$ cat src/rtl/line_clear_ctrl.sv
// line_clear_ctrl
//   Compacts the board after a piece has been saved. Rows are scanned bottom
//   up. Full rows are dropped, the kept rows above them are copied down, and
//   the vacated top rows are blanked. The shared RAM port is only driven while
//   the external access window (grant) is open.
//
// Ports
//   clk, rst        : clock, asynchronous active-high reset
//   start           : one-cycle request for a pass (ignored unless idle)
//   grant           : RAM port owned by this block while high
//   rd_data         : row read data, column i at [DW*i +: DW]
//   ram_row         : row address for every column RAM (registered)
//   wr_data         : row write data, same packing as rd_data
//   we              : per-column write enable
//   busy            : pass in progress (cycle after start .. DONE cycle)
//   done            : one-cycle pulse at the end of a pass
//   lines_cleared   : full rows removed by the last pass
//   total_lines     : running sum of lines_cleared, saturating at 1023
module line_clear_ctrl #(
    parameter int ROWS = 20,
    parameter int COLS = 10,
    parameter int DW   = 24
) (
    input  logic                 clk,
    input  logic                 rst,
    input  logic                 start,
    input  logic                 grant,
    input  logic [COLS*DW-1:0]   rd_data,
    output logic [4:0]           ram_row,
    output logic [COLS*DW-1:0]   wr_data,
    output logic [COLS-1:0]      we,
    output logic                 busy,
    output logic                 done,
    output logic [4:0]           lines_cleared,
    output logic [9:0]           total_lines
);

    typedef enum logic [2:0] {
        S_IDLE,
        S_ADDR,
        S_EVAL,
        S_WRITE,
        S_FILL,
        S_DONE
    } state_t;

    localparam logic [4:0] LAST_ROW = 5'(ROWS - 1);

    state_t               state_q;
    logic [4:0]           rd_q;
    logic [4:0]           wr_q;
    logic [5:0]           count_q;
    logic [4:0]           ram_row_q;
    logic [COLS*DW-1:0]   wr_data_q;
    logic                 busy_q;
    logic                 done_q;
    logic [4:0]           lines_q;
    logic [9:0]           total_q;

    // Pointers stop at row 0 instead of wrapping.
    function automatic logic [4:0] dec_ptr(input logic [4:0] p);
        return (p == 5'd0) ? 5'd0 : p - 5'd1;
    endfunction

    function automatic logic [9:0] add_sat_total(input logic [9:0] t, input logic [5:0] n);
        logic [10:0] s;
        s = {1'b0, t} + {5'd0, n};
        return s[10] ? 10'h3FF : s[9:0];
    endfunction

    function automatic logic [4:0] sat_lines(input logic [5:0] n);
        return n[5] ? 5'h1F : n[4:0];
    endfunction

    logic       row_full;
    logic [5:0] eval_cnt;
    logic [4:0] eval_wr;
    logic       eval_write;
    logic [5:0] adv_cnt;
    logic [4:0] adv_wr;
    state_t     adv_state;
    logic       adv_fire;
    logic       enter_done;

    always_comb begin
        row_full = 1'b1;
        for (int c = 0; c < COLS; c++) begin
            if (rd_data[c*DW +: DW] == '0) row_full = 1'b0;
        end

        eval_cnt   = count_q + {5'd0, row_full};
        eval_write = !row_full && (wr_q != rd_q);
        // A kept row already sitting at its destination needs no copy.
        eval_wr    = (!row_full && (wr_q == rd_q)) ? dec_ptr(wr_q) : wr_q;

        // Row advance shared by EVAL (no copy needed) and a completed WRITE.
        adv_cnt   = (state_q == S_EVAL) ? eval_cnt : count_q;
        adv_wr    = (state_q == S_EVAL) ? eval_wr  : dec_ptr(wr_q);
        if (rd_q != 5'd0)       adv_state = S_ADDR;
        else if (adv_cnt == '0) adv_state = S_DONE;
        else                    adv_state = S_FILL;

        adv_fire   = grant && (((state_q == S_EVAL) && !eval_write) || (state_q == S_WRITE));
        enter_done = (adv_fire && (adv_state == S_DONE)) ||
                     ((state_q == S_FILL) && grant && (wr_q == 5'd0));
    end

    always_ff @(posedge clk or posedge rst) begin
        if (rst) begin
            state_q   <= S_IDLE;
            rd_q      <= LAST_ROW;
            wr_q      <= LAST_ROW;
            count_q   <= '0;
            ram_row_q <= '0;
            wr_data_q <= '0;
            busy_q    <= 1'b0;
            done_q    <= 1'b0;
            lines_q   <= '0;
            total_q   <= '0;
        end else begin
            done_q <= 1'b0;
            case (state_q)
                S_IDLE: begin
                    if (start) begin
                        state_q <= S_ADDR;
                        rd_q    <= LAST_ROW;
                        wr_q    <= LAST_ROW;
                        count_q <= '0;
                        busy_q  <= 1'b1;
                    end
                end
                S_ADDR: begin
                    if (grant) begin
                        ram_row_q <= rd_q;
                        state_q   <= S_EVAL;
                    end
                end
                S_EVAL: begin
                    // Losing the window here means rd_data is not ours: re-read.
                    if (!grant) begin
                        state_q <= S_ADDR;
                    end else begin
                        count_q <= eval_cnt;
                        if (eval_write) begin
                            wr_data_q <= rd_data;
                            ram_row_q <= wr_q;
                            state_q   <= S_WRITE;
                        end
                    end
                end
                S_WRITE: ;
                S_FILL: begin
                    if (grant && (wr_q != 5'd0)) begin
                        wr_q      <= dec_ptr(wr_q);
                        ram_row_q <= dec_ptr(wr_q);
                    end
                end
                S_DONE: begin
                    busy_q  <= 1'b0;
                    state_q <= S_IDLE;
                end
                default: state_q <= S_IDLE;
            endcase

            if (adv_fire) begin
                state_q <= adv_state;
                rd_q    <= dec_ptr(rd_q);
                wr_q    <= adv_wr;
                if (adv_state == S_FILL) begin
                    ram_row_q <= adv_wr;
                    wr_data_q <= '0;
                end
            end

            if (enter_done) begin
                state_q <= S_DONE;
                done_q  <= 1'b1;
                lines_q <= sat_lines(adv_cnt);
                total_q <= add_sat_total(total_q, adv_cnt);
            end
        end
    end

    // Write enable is gated by the live grant so the port is never written
    // in a cycle that belongs to the video readout.
    assign we = (grant && ((state_q == S_WRITE) || (state_q == S_FILL))) ? '1 : '0;

    assign ram_row       = ram_row_q;
    assign wr_data       = wr_data_q;
    assign busy          = busy_q;
    assign done          = done_q;
    assign lines_cleared = lines_q;
    assign total_lines   = total_q;

endmodule

$ cat config.mk
export PLATFORM = sky130hd
export DESIGN_NAME = line_clear_ctrl
export DESIGN_NICKNAME = d
export VERILOG_FILES = /design/src/rtl/line_clear_ctrl.sv
export SDC_FILE = /design/constraint.sdc
export NUM_CORES = 1
export LEC_CHECK = 0
export ABC_AREA = 1
export CORE_AREA = 3 3 199 201
export CTS_CLUSTER_SIZE = 30
export DETAILED_ROUTE_END_ITERATION = 8
export DIE_AREA = 0 0 202 204
export PLACE_DENSITY = 0.79
export SETUP_SLACK_MARGIN = 0.02
export SLEW_MARGIN = 20
export SYNTH_ARGS = -nofsm -noshare
export SYNTH_HDL_FRONTEND = slang
export SYNTH_SLANG_ARGS = --single-unit
$ cat constraint.sdc
create_clock -name clk -period 30.2 [get_ports clk]
set_input_delay 6.04 -clock clk [delete_from_list [all_inputs] [get_ports clk]]
set_output_delay 6.04 -clock clk [all_outputs]
set_load 0.02 [all_outputs]
==> results.json <==
{
  "wl_um": 48500,
  "grt_pass1_vias": 14161,
  "diodes": 0,
  "vdd_ir_drop_max_v": 0.0000397,
  "tritoncts": "done",
  "critPathKind": "in2out",
  "min_period_ps": 14450,
  "vias_per_cell": 4.61,
  "dp_hpwl_um": 36000,
  "fp.dieArea_mm2": 0.0412,
  "drt_iter0_drc": 770,
  "cpMaxStageDelayCell": "clkdlybuf4s50_1",
  "cts_resized": 0,
  "wl_met1_um": 18800,
  "ant_nets": 0,
  "cts_setup_buffers": 0,
  "skew_ps": 21.4,
  "grt_pass1_wl_um": 75400,
  "grtUsageTotal_pct": 22.8,
  "pin_count": 516,
  "synth_fa_ha_area_share_pct": 0.973,
  "synth_seq_area_share_pct": 47.2,
  "slew_headroom_pct": 32.7,
  "top_layer": "met5",
  "p_leak_nw": 11.9,
  "finalNonFillerCells": 3137,
  "fp.coreArea_mm2": 0.0378,
  "dr_wl_met2_um": 22700,
  "placed_area_mm2": 0.0203,
  "area_growth_syn_to_layout_pct": 43.7,
  "start_util_pct": 39.5,
  "cts_root_buf": "clkbuf_16",
  "grt_max_degree": 145,
  "syn_inst": 2136,
  "report.final.setup_viol": 0,
  "drtPass1Iterations": 5,
  "h-tree-depth": 2,
  "ys_types": 38,
  "critPathArrivalTime_ps": 8410,
  "crit_buf_inv": 3,
  "syn_nets": 2391,
  "fin_setup_tns_ps": 0,
  "die_height_um": 204,
  "finalCritPeriodShare_pct": 47.9,
  "clkLatencyLatePin_ps": 520,
  "synth_area_mm2": 0.0149,
  "port_buffers": 515,
  "final_util_pct": 56.8,
  "cts_buffers": 34,
  "synth_compound_area_share_pct": 10.6,
  "antenna_found_initial": 1,
  "crit_family": "buffers and inverters",
  "maxSlewViolCount": 0,
  "hold_class": "reg2reg",
  "synth-xor-area-share_pct": 0.763,
  "row_count": 71,
  "required_ps": 24160,
  "powerDensity_mw_per_mm2": 47.2,
  "routedWlPerCell_um": 15.5,
  "status": "finished, final reports clean",
  "postCtsHoldBufs": 0,
  "fmax_ghz": 0.0692,
  "critical_path.max_stage_delay_ps": 740,
  "nNetsFinal": 2857,
  "multi_input_area_mm2": 0.00533,
  "synth_top_family_by_area": "simple AND/OR/NAND/NOR gates",
  "fill_cells": 3405,
  "drive_above_1_share_pct": 5.10,
  "yosysWarnings": 0,
  "cts_sinks": 281,
  "synthMuxAreaShare_pct": 0,
  "syn_avg_cell_area_um2": 6.98,
  "grt-ovfl-total": 0,
  "crit_fanout": 13,
  "fp.dieW_um": 202,
  "crit_path_end_kind": "output port",
  "drc": 0,
  "synth-simple-area-share_pct": 23.2,
  "synth-seq-cells": 281,
  "seq_area_mm2": 0.00704,
  "crit_chain": "clkdlybuf4s50_1, clkinv_1, nor2_1, clkdlybuf4s50_1",
  "maxCapViolations": 0,
  "cts_max_path_buffers": 3,
  "hold_viol": 0,
  "wl_met3_um": 4490,
  "clk_pin_slew_ps": 60,
  "worstMarginPinSlew_ps": 1010,
  "place_inst": 3076,
  "rsz0062_at_grt": "false",
  "path_common_cell": "clkdlybuf4s50_1",
  "gp_congestion": 0.916,
  "design_area_mm2": 0.0214,
  "vias": 14473,
  "startpoint_type": "input pin"
}
[layer usage]
layer	track usage, %	vias up
met2	38.0	542
met1	26.4	6599
met3	7.60	122
li1	-	7208
met4	11.3	2
met5	0	-
[power breakdown]
| part | switching [mW] | internal (mW) | total [mW] | leakage (nW) |
|---|---|---|---|---|
| Sequential | 0.0136 | 0.391 | 0.405 | 3.87 |
| Clock | 0.162 | 0.253 | 0.416 | 0.562 |
| Combinational | 0.112 | 0.0791 | 0.191 | 7.48 |
| Total | 0.288 | 0.724 | 1.01 | 11.9 |
[stage by stage]
step	total power, mW	hold slack, ps	setup WS, ps
2_1_floorplan	0.519	474	16420
3_3_place_gp	0.597	458	15850
3_5_place_dp	0.601	466	15760
4_1_cts	1.02	481	15780
5_1_grt	1.06	501	15520
6_report	1.01	478	15750
[logic make-up after synthesis]
logic type / Yosys count
XOR/XNOR: 13
adder cells (fa/ha/maj): 11
flip-flops: 281
AO/OA/AOI/OAI: 310
buffers and inverters: 639
AND/OR/NAND/NOR: 882
[tightest hold or removal path: cells and delay by family, from the launching register on]
family,cells,cell delay (ps)
DFF,1,340
and+or+nand+nor,2,100
[cell usage in the layout (no fill, tap or decap), types with 8 or more instances in the layout]
cell type,n
a21oi_1,9
clkbuf_16,35
clkdlybuf4s50_1,515
dfrtp_1,275
ha_1,10
inv_1,485
inv_2,58
nand2_1,630
nand3_1,68
nand4_1,9
nor2_1,158
nor3_1,8
o21ai_0,282
xor2_1,11
[sequential cells by signal (all words and copies together) (netlist names)]
name	count
wr_data	240
total_lines	10
count_q	6
lines_cleared	5
ram_row	5
rd_q	5
wr_q	5
state_q	3
busy	1
done	1
[cell type report]
cell class | instances | share of cell area [%]
tap | 511 | 2.98
multi-input combinational | 1216 | 24.9
inverter | 545 | 9.58
clock inverter | 12 | 0.665
clock buffer | 48 | 4.59
timing repair buffer | 524 | 24.5
sequential | 281 | 32.8
[synthesized netlist by cell type (all sizes together)]
library cell  number  share of area [%]
o21ai            286                9.6
nor3               9               0.34
dfrtp            275                 46
a21oi             10               0.36
dfstp              6                1.1
o21a               1              0.050
ha                10               0.84
nand2            632                 16
nand4              9               0.38
o22ai              2              0.084
a31oi              3               0.13
a2111oi            1              0.059
buf               56                2.5
xnor2              2               0.12
clkbuf            38               0.96
xor2              11               0.65
nand3b             3               0.15
nand3             70                2.4
nor2             159                4.0
o311ai             1              0.059
a311oi             1              0.059
o21bai             1              0.050
inv              544                 14
clkinv             1              0.025
fa                 1               0.13
o211ai             3               0.15
a22oi              1              0.050
[path summary, 6_finish.rpt]
| kind | cells past startpoint | from | slack, ps | endpoint |
|---|---|---|---|---|
| setup / recovery | 4 | grant | 15750 | we[2] |
| hold / removal | 2 | lines_cleared[1]$_DFFE_PP0P_ | 480 | lines_cleared[1]$_DFFE_PP0P_ |
| setup reg to reg | 12 | rd_q[1]$_DFFE_PP1P_ | 26110 | wr_data[7]$_DFF_PP0_ |
| hold reg to reg | 2 | lines_cleared[1]$_DFFE_PP0P_ | 480 | lines_cleared[1]$_DFFE_PP0P_ |
| max in group asynchronous | 4 | rst | 22290 | wr_data[147]$_DFF_PP0_ |
| min in group asynchronous | 2 | rst | 6010 | wr_data[124]$_DFF_PP0_ |
(Power assumes the default switching activity.)
